## src/rtl/reload_timer_ctrl.sv

```systemverilog
// Reload timer sequencer: owns an up-counter with parallel load and auto-reload,
// runs the arm/run/hold/done state machine, and emits wrap ticks and completion.
module reload_timer_ctrl #(
    parameter int WIDTH  = 8,
    parameter int REPS_W = 4
) (
    input  logic              clk,
    input  logic              rst,
    input  logic              start,
    input  logic              pause,
    input  logic              abort,
    input  logic              mode_periodic,
    input  logic [WIDTH-1:0]  reload_val,
    input  logic [REPS_W-1:0] reps,
    output logic [WIDTH-1:0]  cnt,
    output logic              load_en,
    output logic              cnt_en,
    output logic              tick,
    output logic              done,
    output logic              busy,
    output logic [2:0]        state
);

    typedef enum logic [2:0] {
        IDLE = 3'd0,
        ARM  = 3'd1,
        RUN  = 3'd2,
        HOLD = 3'd3,
        DONE = 3'd4
    } state_t;

    state_t            cur_state, nxt_state;
    logic [WIDTH-1:0]  shadow_reload;
    logic [REPS_W-1:0] shadow_reps;
    logic              shadow_periodic;
    logic [REPS_W-1:0] wrap_cnt, wrap_cnt_inc;
    logic              accept, wrap, complete;

    assign state   = cur_state;
    assign busy    = (cur_state != IDLE);
    assign load_en = (cur_state == ARM);
    assign cnt_en  = (cur_state == RUN) & ~pause & ~abort;
    assign accept  = (cur_state == IDLE) & start & ~abort;
    assign wrap    = cnt_en & (cnt == '1);

    assign wrap_cnt_inc = (wrap_cnt == '1) ? wrap_cnt : wrap_cnt + REPS_W'(1);
    // Compare against the post-increment count so done coincides with the final tick.
    assign complete = wrap & (~shadow_periodic |
                              ((shadow_reps != '0) & (wrap_cnt_inc == shadow_reps)));

    always_ff @(posedge clk or posedge rst) begin
        if (rst) begin
            cur_state <= IDLE;
        end else begin
            cur_state <= nxt_state;
        end
    end

    always_comb begin
        nxt_state = cur_state;
        if (abort) begin
            nxt_state = IDLE;
        end else begin
            unique case (cur_state)
                IDLE:    if (start) nxt_state = ARM;
                ARM:     nxt_state = RUN;
                RUN: begin
                    if (pause) begin
                        nxt_state = HOLD;
                    end else if (complete) begin
                        nxt_state = DONE;
                    end
                end
                HOLD:    if (!pause) nxt_state = RUN;
                DONE:    nxt_state = IDLE;
                default: nxt_state = IDLE;
            endcase
        end
    end

    always_ff @(posedge clk or posedge rst) begin
        if (rst) begin
            cnt             <= '0;
            tick            <= 1'b0;
            done            <= 1'b0;
            wrap_cnt        <= '0;
            shadow_reload   <= '0;
            shadow_reps     <= '0;
            shadow_periodic <= 1'b0;
        end else begin
            tick <= wrap;
            done <= complete;
            if (accept) begin
                shadow_reload   <= reload_val;
                shadow_reps     <= reps;
                shadow_periodic <= mode_periodic;
                wrap_cnt        <= '0;
            end
            if (load_en & ~abort) begin
                cnt <= shadow_reload;
            end else if (wrap) begin
                cnt      <= shadow_reload;
                wrap_cnt <= wrap_cnt_inc;
            end else if (cnt_en) begin
                cnt <= cnt + WIDTH'(1);
            end
        end
    end

endmodule
```

## config.mk

```make
export PLATFORM = sky130hd
export DESIGN_NAME = reload_timer_ctrl
export DESIGN_NICKNAME = d
export VERILOG_FILES = /design/src/rtl/reload_timer_ctrl.sv
export SDC_FILE = /design/constraint.sdc
export NUM_CORES = 1
export LEC_CHECK = 0
export ABC_CLOCK_PERIOD_IN_PS = 3500
export CAP_MARGIN = 25
export CORE_MARGIN = 2
export CORE_UTILIZATION = 50
export DETAILED_ROUTE_END_ITERATION = 10
export GPL_TIMING_DRIVEN = 0
export PLACE_DENSITY = 0.79
export SYNTH_ARGS = -nofsm -noshare
export SYNTH_HDL_FRONTEND = slang
export SYNTH_SLANG_ARGS = --single-unit
```

## constraint.sdc

```tcl
create_clock -name clk -period 3.5 [get_ports clk]
set_input_delay 1.05 -clock clk [delete_from_list [all_inputs] [get_ports clk]]
set_output_delay 1.05 -clock clk [all_outputs]
set_load 0.05 [all_outputs]
```

==> impl_metrics.toml <==
[pwr]
p_switching_w = 0.000436
power_leakage_nw = 0.861
p_sw_share_pct = 34.6
clockPowerShare_pct = 29.3
pwr-share-comb_pct = 31.6
p_int_w = 0.000825
seqPwrFrac_pct = 39.2
power.density_mw_per_mm2 = 615
ir_worst_vdd_v = 0.000357

[finish]
area_growth_pct = 32.9
mostFrequentLayoutCell = "clkdlybuf4s50_1"
utilization_pct = 68.3
diodes = 0
final_cell_mix = "clkdlybuf4s50_1, dfrtp_1, nand3_1"
drive_gt1_share_pct = 16.8
fin_cells = 218
fin_nets = 204
fill_cells = 243

[timing]
finalHoldViolations = 0
relSlewSlack_pct = 56.7
slew_viol_final = 0
max_freq_ghz = 0.297
worstMarginPinSlew_ns = 0.647
tns_ns = 0
period_needed_ns = 3.37
fin_worst_skew_ns = 0.00432
finalSetupViolations = 0
hold_slack_ns = 0.497
grt_setup_unrepaired = "false"
period_share_pct = 96.3

[worst_setup_path]
rrSetupSlack_ns = 1.52
path_cells = "clkdlybuf4s50_1 > nor3b_4 > and2_1 > buf_2"
cp_slowest_stage_delay_ns = 0.47
critPathKind = "input pin to primary output"
crit_path_top_delay_cell = "clkdlybuf4s50_1"
worstPathRequired_ns = 2.45
crit_family = "buffers and inverters"
endpoint_kind = "primary output"
path_max_fanout = 4
worst_ep_arrival_time_ns = 2.32
worst-path-buf-inv = 2
crit_path_start_kind = "input pin"

[placed_design]
place_hpwl_mm = 2.38
io_buffers = 33
gp_congestion = 0.793
dp_cells = 210

[cts]
clock_latency_ns = 0.34
root_buffer = "clkbuf_4"
cts_tree = "yes"
htreeDepth = 2
cts_num_sinks = 30
cts.reportedPaths.clkPinSlew_ns = 0.09
holdBufCountCts = 0
cts_made_buffers = 5
cts_resized = 4
clock_path_buffers = 2
cts_setup_buffers = 0

[global_routing]
grt_start_max_net_pins = 23
antenna_found_initial = 0
grt_pass1_wl_mm = 5.45
overflow = 0
gr-usage-all-layers_pct = 20.9
grt_pass1_vias = 1223

[synth]
ys_top_cells_by_area = "dfrtp_1, mux2_2, nand3_1"
synth_edf_count = 0
yosysWarnings = 0
syn_nets = 163
async_flop_share_pct = 100
syn-instance-count = 143
avgSynthCellArea_um2 = 10.8
netlist-cell-type-count = 43
ys_ff_latch = 30
ys_seq_area_share_pct = 48.7
synth_ff_type = "dfrtp_1"
syn_area_mm2 = 0.00154
yosysTopAreaCellShare_pct = 48.7
yosys.area.top_type = "dfrtp_1"

[routing]
drcViolationCount = 0
viasPerCell = 5.80
ant_nets = 0
vias = 1264
wirelength_mm = 3.26
drtIter0Drc = 58
dr.pass1.iters = 4
detail_route.wl_per_cell_um = 15.0

[floorplan]
io_pins = 34
dieArea_mm2 = 0.00355
die_w_um = 59.5
start_util_pct = 51.4
core_mm2 = 0.00300
rows = 20
die_y_um = 59.5

[run_status]
status = "complete, no violations"

[flow_run]
cap_violations = 0

[worst_hold_path]
min_path_type = "flip-flop to flip-flop"
## Yosys cell counts (all sizes together) (2+ instances only)
master and number:
a21boi 2, a21oi 5, and2 3, and3 2, and4 2, buf 2, dfrtp 30, ha 2
inv 2, mux2 13, nand2 14, nand2b 2, nand3 16, nand3b 2, nand4 2, nor2 5
nor3 6, nor3b 3, o21ai 9, xnor2 3, xor2 2
## power groups by stage
stage	Combinational [W]	Sequential, W	Clock [W]
floorplan	0.000159	0.000597	0
global placement	0.000387	0.000493	0
detailed placement	0.000400	0.000498	0
CTS	0.000401	0.000493	0.000374
global route	0.000426	0.000503	0.000390
finish	0.000398	0.000494	0.000369
## worst paths after layout
kind	start	endpoint	depth (start not counted)
setup reg to reg	wrap_cnt[0]	done	6
hold / removal	shadow_reload[1]	cnt[1]	2
max in group asynchronous	rst	tick	3
min in group asynchronous	rst	shadow_reps[2]	2
hold reg to reg	shadow_reload[1]	cnt[1]	2
setup / recovery	pause	cnt_en	4
## kinds of logic (layout without fill, tap and decap cells)
family | Yosys count | count (layout) | share of synthesized area [%]
flip-flops | 30 | 30 | 48.7
AO/OA/AOI/OAI | 25 | 25 | 11.3
adder cells (fa/ha/maj) | 2 | 2 | 1.62
XOR/XNOR | 5 | 5 | 2.84
buffers and inverters | 4 | 46 | 1.54
AND/OR/NAND/NOR | 63 | 63 | 23.9
multiplexers | 14 | 14 | 10.1
## stage by stage
stage	total power (W)	worst slack, ns	instance area (µm²)
after CTS	0.00127	0.0213	2060
after global placement	0.000880	-0.451	1910
after detailed placement	0.000898	-0.450	1940
after floorplan	0.000757	0.481	1540
after global routing	0.00132	0.0865	2050
final	0.00126	0.130	2050
## cell type report
class | count | area [µm²] | area share, %
Multi-Input combinational cell | 109 | 771 | 37.6
Sequential cell | 30 | 751 | 36.6
Tap cell | 33 | 41.3 | 2.01
Inverter | 2 | 7.51 | 0.366
Clock inverter | 2 | 60.1 | 2.93
Timing Repair Buffer | 34 | 353 | 17.2
Clock buffer | 6 | 51.3 | 2.50
Buffer | 2 | 16.3 | 0.793
## state kept, by name (all words and copies together), names as in the netlist
name,count
tick,1
done,1
cnt,8
state,3
shadow_reload,8
wrap_cnt,4
shadow_periodic,1
shadow_reps,4
## worst reg2reg max path: cells and delay by family, from the launching register on
family / cells / cell delay [ns]
compound gates: 3 / 0.75
fa+ha+maj: 1 / 0.26
flops: 1 / 0.45
mux: 1 / 0.29
simple gates: 1 / 0.15
## layer usage
| metal | track usage (%) | up-vias | routed length (µm) |
|---|---|---|---|
| li1 | - | 620 | - |
| met1 | 26.9 | 600 | 1390 |
| met2 | 33.1 | 39 | 1610 |
| met3 | 4.59 | 5 | 208 |
| met4 | 10.5 | 0 | 59 |
| met5 | 0 | - | 0 |
No activity file was read; power rests on OpenSTA's default activity.
